`src/rtl/anti_replay_pkg.sv`:
```
// rtl/anti_replay_pkg.sv - shared register map, status bits, LFSR constant and stamp FSM encoding
// Purpose: common definitions for anti_replay and anti_replay_stamp.
// Contents: 5-bit byte register offsets, STATUS bit indices, Galois LFSR
//           polynomial with its single-step helper, stamp FSM states.
package anti_replay_pkg;

  localparam logic [4:0] REG_TX_COUNTER = 5'h00;
  localparam logic [4:0] REG_TX_NONCE   = 5'h04;
  localparam logic [4:0] REG_SEED       = 5'h08;
  localparam logic [4:0] REG_STAMP      = 5'h0C;
  localparam logic [4:0] REG_STATUS     = 5'h10;
  localparam logic [4:0] REG_CACHE_SIZE = 5'h14;
  localparam logic [4:0] REG_CTRL       = 5'h18;

  localparam int STS_READY     = 0;
  localparam int STS_BUSY      = 1;
  localparam int STS_EXHAUSTED = 2;
  localparam int STS_COLLISION = 3;
  localparam int STS_OVERRUN   = 4;
  localparam int STS_FAIL      = 5;
  localparam int STS_W         = 6;

  localparam logic [31:0] LFSR_POLY = 32'h8020_0003;

  typedef enum logic [1:0] {
    ST_IDLE   = 2'd0,
    ST_STEP   = 2'd1,
    ST_CHECK  = 2'd2,
    ST_COMMIT = 2'd3
  } stamp_state_e;

  // One right-shifting Galois step: the bit shifted out decides the feedback.
  function automatic logic [31:0] lfsr_next(input logic [31:0] cur);
    lfsr_next = cur >> 1;
    if (cur[0]) lfsr_next = lfsr_next ^ LFSR_POLY;
  endfunction

endpackage

```
`src/rtl/lfsr32_galois.sv`:
```
// rtl/lfsr32_galois.sv - 32-bit Galois LFSR with synchronous load and step
// Purpose: nonce generator for the stamp engine.
// Ports: clk, rst_n (async active-low, state resets to 1),
//        load (state <= seed, wins over step), seed[31:0],
//        step (advance one Galois step), state[31:0] current value.
module lfsr32_galois
  import anti_replay_pkg::*;
(
  input  logic        clk,
  input  logic        rst_n,
  input  logic        load,
  input  logic [31:0] seed,
  input  logic        step,
  output logic [31:0] state
);

  always_ff @(posedge clk or negedge rst_n) begin
    if (!rst_n) begin
      state <= 32'h0000_0001;
    end else if (load) begin
      state <= seed;
    end else if (step) begin
      state <= lfsr_next(state);
    end
  end

endmodule

```
`src/rtl/anti_replay_stamp.sv`:
```
// rtl/anti_replay_stamp.sv - transmit-side counter/nonce stamp engine on the 5-bit register bus
// Purpose: issues a monotonic 32-bit counter and a fresh LFSR nonce per packet,
//          rejecting nonces still held in a small FIFO cache of recent issues.
// Ports: clk, rst_n (async active-low), addr[4:0] byte offset, we write strobe,
//        wdata[31:0] write data, rdata[31:0] combinational read of addr.
module anti_replay_stamp
  import anti_replay_pkg::*;
#(
  parameter int CACHE_DEPTH = 4,
  parameter int MAX_RETRY   = 4
) (
  input  logic        clk,
  input  logic        rst_n,
  input  logic [4:0]  addr,
  input  logic        we,
  input  logic [31:0] wdata,
  output logic [31:0] rdata
);

  localparam int IDX_W = $clog2(CACHE_DEPTH);
  localparam int RTY_W = $clog2(MAX_RETRY + 1);
  localparam logic [IDX_W-1:0] LAST_IDX  = IDX_W'(CACHE_DEPTH - 1);
  localparam logic [RTY_W-1:0] RETRY_MAX = RTY_W'(MAX_RETRY);

  stamp_state_e      state_q;
  logic [31:0]       counter_q;
  logic [31:0]       nonce_q;
  logic [31:0]       seed_q;
  logic [STS_W-1:0]  status_q;
  logic [RTY_W-1:0]  retry_q;
  logic [IDX_W-1:0]  idx_q;
  logic [IDX_W-1:0]  wptr_q;
  logic [CACHE_DEPTH-1:0] valid_q;
  logic [31:0]       cache_q [CACHE_DEPTH];
  logic [31:0]       lfsr_q;

  logic stamp_wr, seed_wr, ctrl_cache, ctrl_state, lfsr_step, hit;

  assign stamp_wr   = we && (addr == REG_STAMP);
  assign seed_wr    = we && (addr == REG_SEED);
  assign ctrl_cache = we && (addr == REG_CTRL) && wdata[0];
  assign ctrl_state = we && (addr == REG_CTRL) && wdata[1];
  assign lfsr_step  = (state_q == ST_STEP);

  // The LFSR output after STEP is the candidate nonce; it stays put through
  // CHECK and COMMIT because nothing else steps it there (a reload only comes
  // with CTRL bit1, which aborts the stamp anyway).
  assign hit = valid_q[idx_q] && (cache_q[idx_q] == lfsr_q);

  lfsr32_galois u_lfsr (
    .clk   (clk),
    .rst_n (rst_n),
    .load  (ctrl_state),
    .seed  (seed_q),
    .step  (lfsr_step),
    .state (lfsr_q)
  );

  always_ff @(posedge clk or negedge rst_n) begin
    if (!rst_n) begin
      seed_q <= 32'h0000_0001;
    end else if (seed_wr) begin
      seed_q <= (wdata == 32'h0) ? 32'h0000_0001 : wdata;
    end
  end

  always_ff @(posedge clk or negedge rst_n) begin
    if (!rst_n) begin
      state_q   <= ST_IDLE;
      counter_q <= 32'h0;
      nonce_q   <= 32'h0;
      status_q  <= '0;
      retry_q   <= '0;
      idx_q     <= '0;
      wptr_q    <= '0;
      valid_q   <= '0;
      for (int i = 0; i < CACHE_DEPTH; i++) cache_q[i] <= 32'h0;
    end else begin
      if (ctrl_state) begin
        counter_q <= 32'h0;
        nonce_q   <= 32'h0;
        status_q  <= '0;
        retry_q   <= '0;
        idx_q     <= '0;
        state_q   <= ST_IDLE;
      end else begin
        case (state_q)
          ST_IDLE: begin
            if (stamp_wr && !status_q[STS_EXHAUSTED]) begin
              status_q[STS_READY] <= 1'b0;
              status_q[STS_BUSY]  <= 1'b1;
              retry_q             <= '0;
              state_q             <= ST_STEP;
            end
          end
          ST_STEP: begin
            idx_q   <= '0;
            state_q <= ST_CHECK;
          end
          ST_CHECK: begin
            if (hit) begin
              status_q[STS_COLLISION] <= 1'b1;
              if (retry_q < RETRY_MAX) begin
                retry_q <= retry_q + RTY_W'(1);
                state_q <= ST_STEP;
              end else begin
                status_q[STS_FAIL] <= 1'b1;
                status_q[STS_BUSY] <= 1'b0;
                state_q            <= ST_IDLE;
              end
            end else if (idx_q == LAST_IDX) begin
              state_q <= ST_COMMIT;
            end else begin
              idx_q <= idx_q + IDX_W'(1);
            end
          end
          ST_COMMIT: begin
            counter_q          <= counter_q + 32'd1;
            nonce_q            <= lfsr_q;
            cache_q[wptr_q]    <= lfsr_q;
            valid_q[wptr_q]    <= 1'b1;
            wptr_q             <= wptr_q + IDX_W'(1);
            status_q[STS_READY] <= 1'b1;
            status_q[STS_BUSY]  <= 1'b0;
            // Saturate: once the last counter value is issued, no more stamps.
            if (counter_q == 32'hFFFF_FFFE) status_q[STS_EXHAUSTED] <= 1'b1;
            state_q            <= ST_IDLE;
          end
          default: state_q <= ST_IDLE;
        endcase
        if (stamp_wr && (state_q != ST_IDLE)) status_q[STS_OVERRUN] <= 1'b1;
      end
      // Placed last so a cache clear wins over a same-cycle commit.
      if (ctrl_cache) begin
        valid_q <= '0;
        wptr_q  <= '0;
      end
    end
  end

  always_comb begin
    rdata = 32'h0;
    case (addr)
      REG_TX_COUNTER: rdata = counter_q;
      REG_TX_NONCE:   rdata = nonce_q;
      REG_SEED:       rdata = seed_q;
      REG_STATUS:     rdata = {{(32-STS_W){1'b0}}, status_q};
      REG_CACHE_SIZE: rdata = 32'(CACHE_DEPTH);
      default:        rdata = 32'h0;
    endcase
  end

endmodule

```
`config.mk`:
```
export PLATFORM = sky130hd
export DESIGN_NAME = anti_replay_stamp
export DESIGN_NICKNAME = d
export VERILOG_FILES = /design/src/rtl/anti_replay_pkg.sv /design/src/rtl/lfsr32_galois.sv /design/src/rtl/anti_replay_stamp.sv
export SDC_FILE = /design/constraint.sdc
export NUM_CORES = 1
export LEC_CHECK = 0
export CAP_MARGIN = 10
export CORE_ASPECT_RATIO = 1.5
export CORE_MARGIN = 1.5
export CORE_UTILIZATION = 35
export DETAILED_ROUTE_END_ITERATION = 7
export PLACE_DENSITY = 0.52
export SLEW_MARGIN = 20
export SYNTH_ARGS = -nofsm -noshare
export SYNTH_HDL_FRONTEND = slang
export SYNTH_SLANG_ARGS = --single-unit
```
`constraint.sdc`:
```
create_clock -name clk -period 3 [get_ports clk]
set_input_delay 0.45 -clock clk [delete_from_list [all_inputs] [get_ports clk]]
set_output_delay 0.45 -clock clk [all_outputs]
set_load 0.02 [all_outputs]
```
* Word level (Yosys, flattened, before mapping)
Index checks and enable logic that the tools add are counted.
** Word-level totals
- Bits in registers :: 275
- Bits in latches :: 0
- RAM bits :: 0
- ROM bits :: 0
- Bits of input ports :: 40
- Output and inout bits :: 32
- Memories :: 0
** Cells by class
- $add $sub $neg :: 4
- Multiply operators :: 0
- Divide/modulo/power cells :: 0
- $lt $le $gt $ge :: 7
- Eq/ne operators :: 21
- Shift operators :: 0
- Multiplexer cells :: 54
- Bitwise operators :: 5
- Reductions and logical operators :: 36
** Operators by type and width (count)
- $mux W32 :: 11
- $pmux W32 S5 :: 1
- $bwmux W128 :: 1
- $bmux W32 S2 :: 1
- $demux W32 S2 :: 1
- $add A32 B1 Y32 const B :: 1
- $eq A32 B32 Y1 :: 1
- $eq A32 B32 Y1 const B :: 1
- $logic_not A32 Y1 :: 1
- $mux W2 :: 11
- $ne A3 B3 Y1 const B :: 6
- $reduce_bool A2 Y1 :: 8
- $eq A5 B5 Y1 const B :: 3
- $mux W1 :: 13
- $mux W3 :: 4
- $mux W4 :: 3
- $reduce_and A2 Y1 :: 6
- $eq A5 B4 Y1 const B :: 2
- $logic_and A1 B1 Y1 :: 10
- $reduce_bool A3 Y1 :: 3
- $pmux W2 S4 :: 1
- $reduce_and A4 Y1 :: 2
- $eq A2 B2 Y1 const B :: 3
- $ge A3 B3 Y1 const B :: 2
- 26 further kinds :: 31

* Logic depth before layout (Yosys ltp)
- Depth in word-level cells :: 9
- Depth in mapped cells :: 12
- Depth with buffers taken out :: 8

* Hierarchy
From an unflattened synthesis, not the netlist that was laid out.
** Unflattened totals
- Cells, all modules :: 1108
- Area total of the unflattened synthesis :: 13143.9 um2
** By module, submodules not included
- anti_replay_stamp :: instances 1, cells an instance 965, area each 11613.6 um2
- lfsr32_galois :: instances 1, cells an instance 143, area each 1530.2 um2

* Worst setup path after synthesis
No wires, ideal clock.
- Path kind :: reg2reg
- Start point :: register idx_q[1]
- End point :: register state_q[0]
- Data arrival time :: 2.523 ns
- Data required time :: 2.889 ns
- Slack :: 0.366 ns
- Stages on the path, launching flop included :: 12
- Period minus slack after synthesis :: 2.634 ns
- Cell sequence :: dfrtp_1 buf_2 buf_2 buf_2 mux4_2 xnor2_1 nand4_1 nor4_2 nand4_1 nor2_2 o31ai_2 a2111oi_2
** On the way
- Cells in the longest elaborated chain, start to end :: 9
- Elaborated cells on any way between the ends :: 14
- Classes of those cells :: 3 x eq/ne; 8 x mux; 1 x bitwise; 2 x reduce/logical
** Ends and longest elaborated chain
- from (decl) :: RTL line anti_replay_stamp.sv:31 : logic [IDX_W-1:0] idx_q;
- from (signal assigned) :: RTL line anti_replay_stamp.sv:114 : idx_q <= idx_q + IDX_W'(1);
- $not A2 Y3 (implied by the code) :: RTL line anti_replay_stamp.sv:48 : assign hit = valid_q[idx_q] && (cache_q[idx_q] == lfsr_q);
- $bmux W32 S2 :: RTL line anti_replay_stamp.sv:48
- $mux W32 (implied by the code) (2 in series) :: RTL line anti_replay_stamp.sv:48
- $eq A32 B32 Y1 :: RTL line anti_replay_stamp.sv:48
- $logic_and A1 B1 Y1 :: RTL line anti_replay_stamp.sv:48
- $mux W2 :: RTL line anti_replay_stamp.sv:101 : if (hit) begin
- $pmux W2 S4 :: RTL line anti_replay_stamp.sv:87 : case (state_q)
- $mux W2 :: RTL line anti_replay_stamp.sv:79 : if (ctrl_state) begin
- to (signal assigned) :: RTL line anti_replay_stamp.sv:85 : state_q <= ST_IDLE;
- to (signal assigned) :: RTL line anti_replay_stamp.sv:93 : state_q <= ST_STEP;
- to (signal assigned) :: RTL line anti_replay_stamp.sv:105 : state_q <= ST_STEP;
- to (decl) :: RTL line anti_replay_stamp.sv:25 : stamp_state_e state_q;
Several ways; a longest one is shown, not always the timed one. The select of a mux whose other input is x is not followed.
A chain may end at the register's enable or synchronous reset.

* Worst setup path in the final report
- Start point :: register idx_q[0]
- End point :: register retry_q[1]
** On the way
- Cells in the longest elaborated chain, start to end :: 8
- Elaborated cells on any way between the ends :: 10
- Classes of those cells :: 2 x eq/ne; 5 x mux; 1 x bitwise; 2 x reduce/logical
** Ends and longest elaborated chain
- $not A2 Y3 (implied by the code) :: RTL line anti_replay_stamp.sv:48
- $bmux W32 S2 :: RTL line anti_replay_stamp.sv:48
- $mux W32 (implied by the code) (2 in series) :: RTL line anti_replay_stamp.sv:48
- $eq A32 B32 Y1 :: RTL line anti_replay_stamp.sv:48
- $logic_and A1 B1 Y1 (*) :: RTL line anti_replay_stamp.sv:48
- $ne A3 B3 Y1 (no source line) (*)
- $reduce_and A4 Y1 (no source line) (*)
- to (signal assigned) :: RTL line anti_replay_stamp.sv:104 : retry_q <= retry_q + RTY_W'(1);
- to (decl) :: RTL line anti_replay_stamp.sv:30 : logic [RTY_W-1:0] retry_q;
Mark *: on every way between the ends. The rest lies on a longest branch, timed or not. The select of a mux whose other input is x is not followed.

==> out/qor.yml <==
grt_pass1_vias: 10030
dp_worst_setup_slack_ps: -68.39
synth_top_area_share_pct: 51.06
clk_latency_ps: 550
seqPwrFrac_pct: 40.3
cts_max_path_buffers: 3
grt_util_all_layers_pct: 19.23
drc: 0
synthCells: 1182
die_w_um: 162.6
dp_hpwl_um: 26020
async_flop_share_pct: 100.0
finalClockSkew_ps: 15.45
yosysWarnings: 0
slowest_delay_ps: 540
ir_drop_mv: 0.4861
htreeDepth: 1
worstSetupStartpointType: "register"
status: "completed"
fillCellCount: 3699
max_slew.worst_pin.slew_ps: 756.0
clk_pin_slew_ps: 70
finalPower_mw: 16.10
p_sw_share_pct: 34.77
viasPerCell: 5.351
multi_input_area_sq_um: 5993
drt_iter0_markers: 618
drv_cap: 0
cpMostUsedCell: "nand4_1"
area.growth.synth_to_final_pct: 20.86
routabilityCongestion: 0.8751
rows: 87
arrival_ps: 3360
cts-root-buf: "clkbuf_16"
stdcell_count: 1790
synth.distinct_cells: 57
fin_crit_sh_pct: 96.39
fin_util_pct: 42.93
synth_flop_cell: "dfrtp_1"
required_ps: 3470
placed_cells_incl_taps: 1726
numCtsBuffers: 28
grt_max_degree: 89
start_util_pct: 35.52
p_int_mw: 10.50
slew-limit-headroom_pct: 49.60
rsz0062_at_grt: "true"
grt_pass1_wl_um: 58880
detail_route.wirelength_um: 36950
combPwrFrac_pct: 37.6
coreArea_sq_um: 37660
finalHoldViolCount: 0
drv_slew: 0
fmax_ghz: 0.3458
syn-cell-area_sq_um: 13380
avgSynthCellArea_sq_um: 11.32
portBuffers: 71
powerDensity_nw_per_um2: 995.5
ant_nets: 0
ys_seq_area_share_pct: 51.45
end_kind: "register"
synth_edf_count: 0
crit_slowest_cell: "mux4_2"
postPlaceCellArea_sq_um: 15090
syn_nets: 1230
cts_tree: "done"
wl_per_cell_um: 20.64
nets: 1328
p_sw_mw: 5.597
overflow: 0
antennaDiodeCount: 0
regArea_sq_um: 6887
die_h_um: 242.5
final.setup.worst_slack_ps: 108.2
layout-drive-gt1-share_pct: 26.67
firstDrtPassIters: 5
crit_type: "register to register"
hold_class: "register to register"
leakagePower_nw: 7.360
crit_fanout: 10
ys_top_cells_by_area: "dfrtp_1 51%, mux2_2 14%, mux2i_1 4.0%"
fp.dieArea_sq_um: 39430
antenna_found_initial: 0
synth-seq-cells: 275
period_needed_ps: 2892
setup_viol: 0
crit_chain: "buf_12, mux4_2, xnor2_2, buf_4, nand4_1, nor4_2, nand4_1, nor2_2, and3b_2, mux2i_1"
ios: 72
synth_top_area_cell: "dfrtp_1"
fin_area_sq_um: 16170
cts.sinks: 275
vias: 9578
pwr-share-clk_pct: 22.1
==> cells by family (layout without fill, tap and decap cells) <==
group           after synthesis  count (layout)  synth area share [%]
simple gates                304             304                 10.42
flops                       275             275                 51.45
mux                         238             238                 21.44
compound gates              160             160                 8.005
buf+inv                     139             258                 4.133
xor+xnor                     58              58                 3.797
fa+ha+maj                     8               8                0.7482
==> per-stage QoR <==
step / hold slack [ps] / setup TNS (ps)
after global placement: 472.3 / -321.6
after CTS: 493.2 / 0
final: 490.7 / 0
after global routing: 506.1 / -104.2
after detailed placement: 479.5 / -810.4
after floorplan: 154.4 / 0
==> critical path, delay by kind of cell (launching register included) <==
family | cells | cell delay (ps)
xor+xnor | 1 | 160
buf+inv | 2 | 330
flops | 1 | 460
mux | 2 | 730
simple gates | 5 | 1120
==> synthesized netlist by cell type (7+ instances only) <==
cell type	count
a21oi_1	54
a222oi_1	27
and3_1	9
buf_1	12
buf_2	7
clkbuf_1	76
dfrtp_1	273
ha_1	8
inv_1	39
mux2_2	163
mux2i_1	53
mux4_2	20
nand2_1	132
nand3_1	21
nand4_1	15
nor2_1	67
nor3_1	12
nor4_1	11
o21ai_0	43
or3_1	10
xnor2_1	34
xor2_1	24
==> cell type report <==
type / instances / share of cell area [%]
inverter: 40 / 0.9285
tap: 489 / 3.784
timing repair buffer: 167 / 9.873
clock inverter: 9 / 0.6035
clock buffer: 42 / 5.161
sequential: 275 / 42.59
multi-input combinational: 768 / 37.06
==> state kept, by name (all words and copies together) (netlist names) <==
name	count
state_q	2
status_q	6
wptr_q	2
retry_q	3
seed_q	32
u_lfsr.state	32
nonce_q	32
cache_q	128
counter_q	32
idx_q	2
valid_q	4
==> routing by layer <==
metal	global-route usage, %	part of all wire (%)	vias to the layer above
met2	34.26	52	210
li1	-	-	4376
met4	6.827	3.0	0
met5	0	0	-
met3	1.746	3.0	55
met1	24.06	42	4937
==> power by group through the flow <==
stage | Sequential (mW) | Clock (mW) | Combinational, mW
after global placement | 6.53 | 0 | 5.86
after CTS | 6.50 | 3.64 | 5.96
after global routing | 6.70 | 3.80 | 6.57
final | 6.49 | 3.57 | 6.05
after floorplan | 5.75 | 0 | 4.24
after detailed placement | 6.56 | 0 | 5.95
==> what timing repair did <==
item,4_1_cts,5_1_grt
setup buffers,0,12
gates resized for setup,18,22
hold buffers,1,0
pin swaps,0,5
endpoints found under the hold margin,80,0
endpoints found under the setup margin,26,21
==> worst paths after layout <==
| kind | from | end | slack (ps) | cells past startpoint |
|---|---|---|---|---|
| worst max-delay path | idx_q[0] | retry_q[1] | 110 | 10 |
| worst min-delay path | valid_q[3] | valid_q[3] | 490 | 1 |
| worst max register to register | idx_q[0] | retry_q[1] | 110 | 10 |
| worst min register to register | valid_q[3] | valid_q[3] | 490 | 1 |
| max in group asynchronous | rst_n | cache_q[58] | 1570 | 3 |
| min in group asynchronous | rst_n | nonce_q[6] | 500 | 2 |
==> cell usage in the layout, fill, tap and decap left out, drive strengths merged, types with 5 or more instances in the layout <==
| cell type | count |
|---|---|
| clkbuf | 42 |
| dlymetal6s2s | 15 |
| nor2b | 5 |
| a21oi | 54 |
| a22o | 5 |
| nor3 | 12 |
| dfrtp | 273 |
| and3 | 9 |
| nand3 | 21 |
| clkinv | 7 |
| xnor2 | 34 |
| a221o | 6 |
| o21ai | 43 |
| dlygate4sd2 | 17 |
| and2 | 5 |
| mux2i | 53 |
| nand4 | 15 |
| mux4 | 22 |
| xor2 | 24 |
| nor4 | 12 |
| nor2 | 68 |
| or3 | 10 |
| mux2 | 163 |
| clkdlybuf4s50 | 38 |
| nand2 | 132 |
| ha | 8 |
| buf | 96 |
| inv | 39 |
| a222oi | 27 |
No activity file was read; power rests on OpenSTA's default activity.
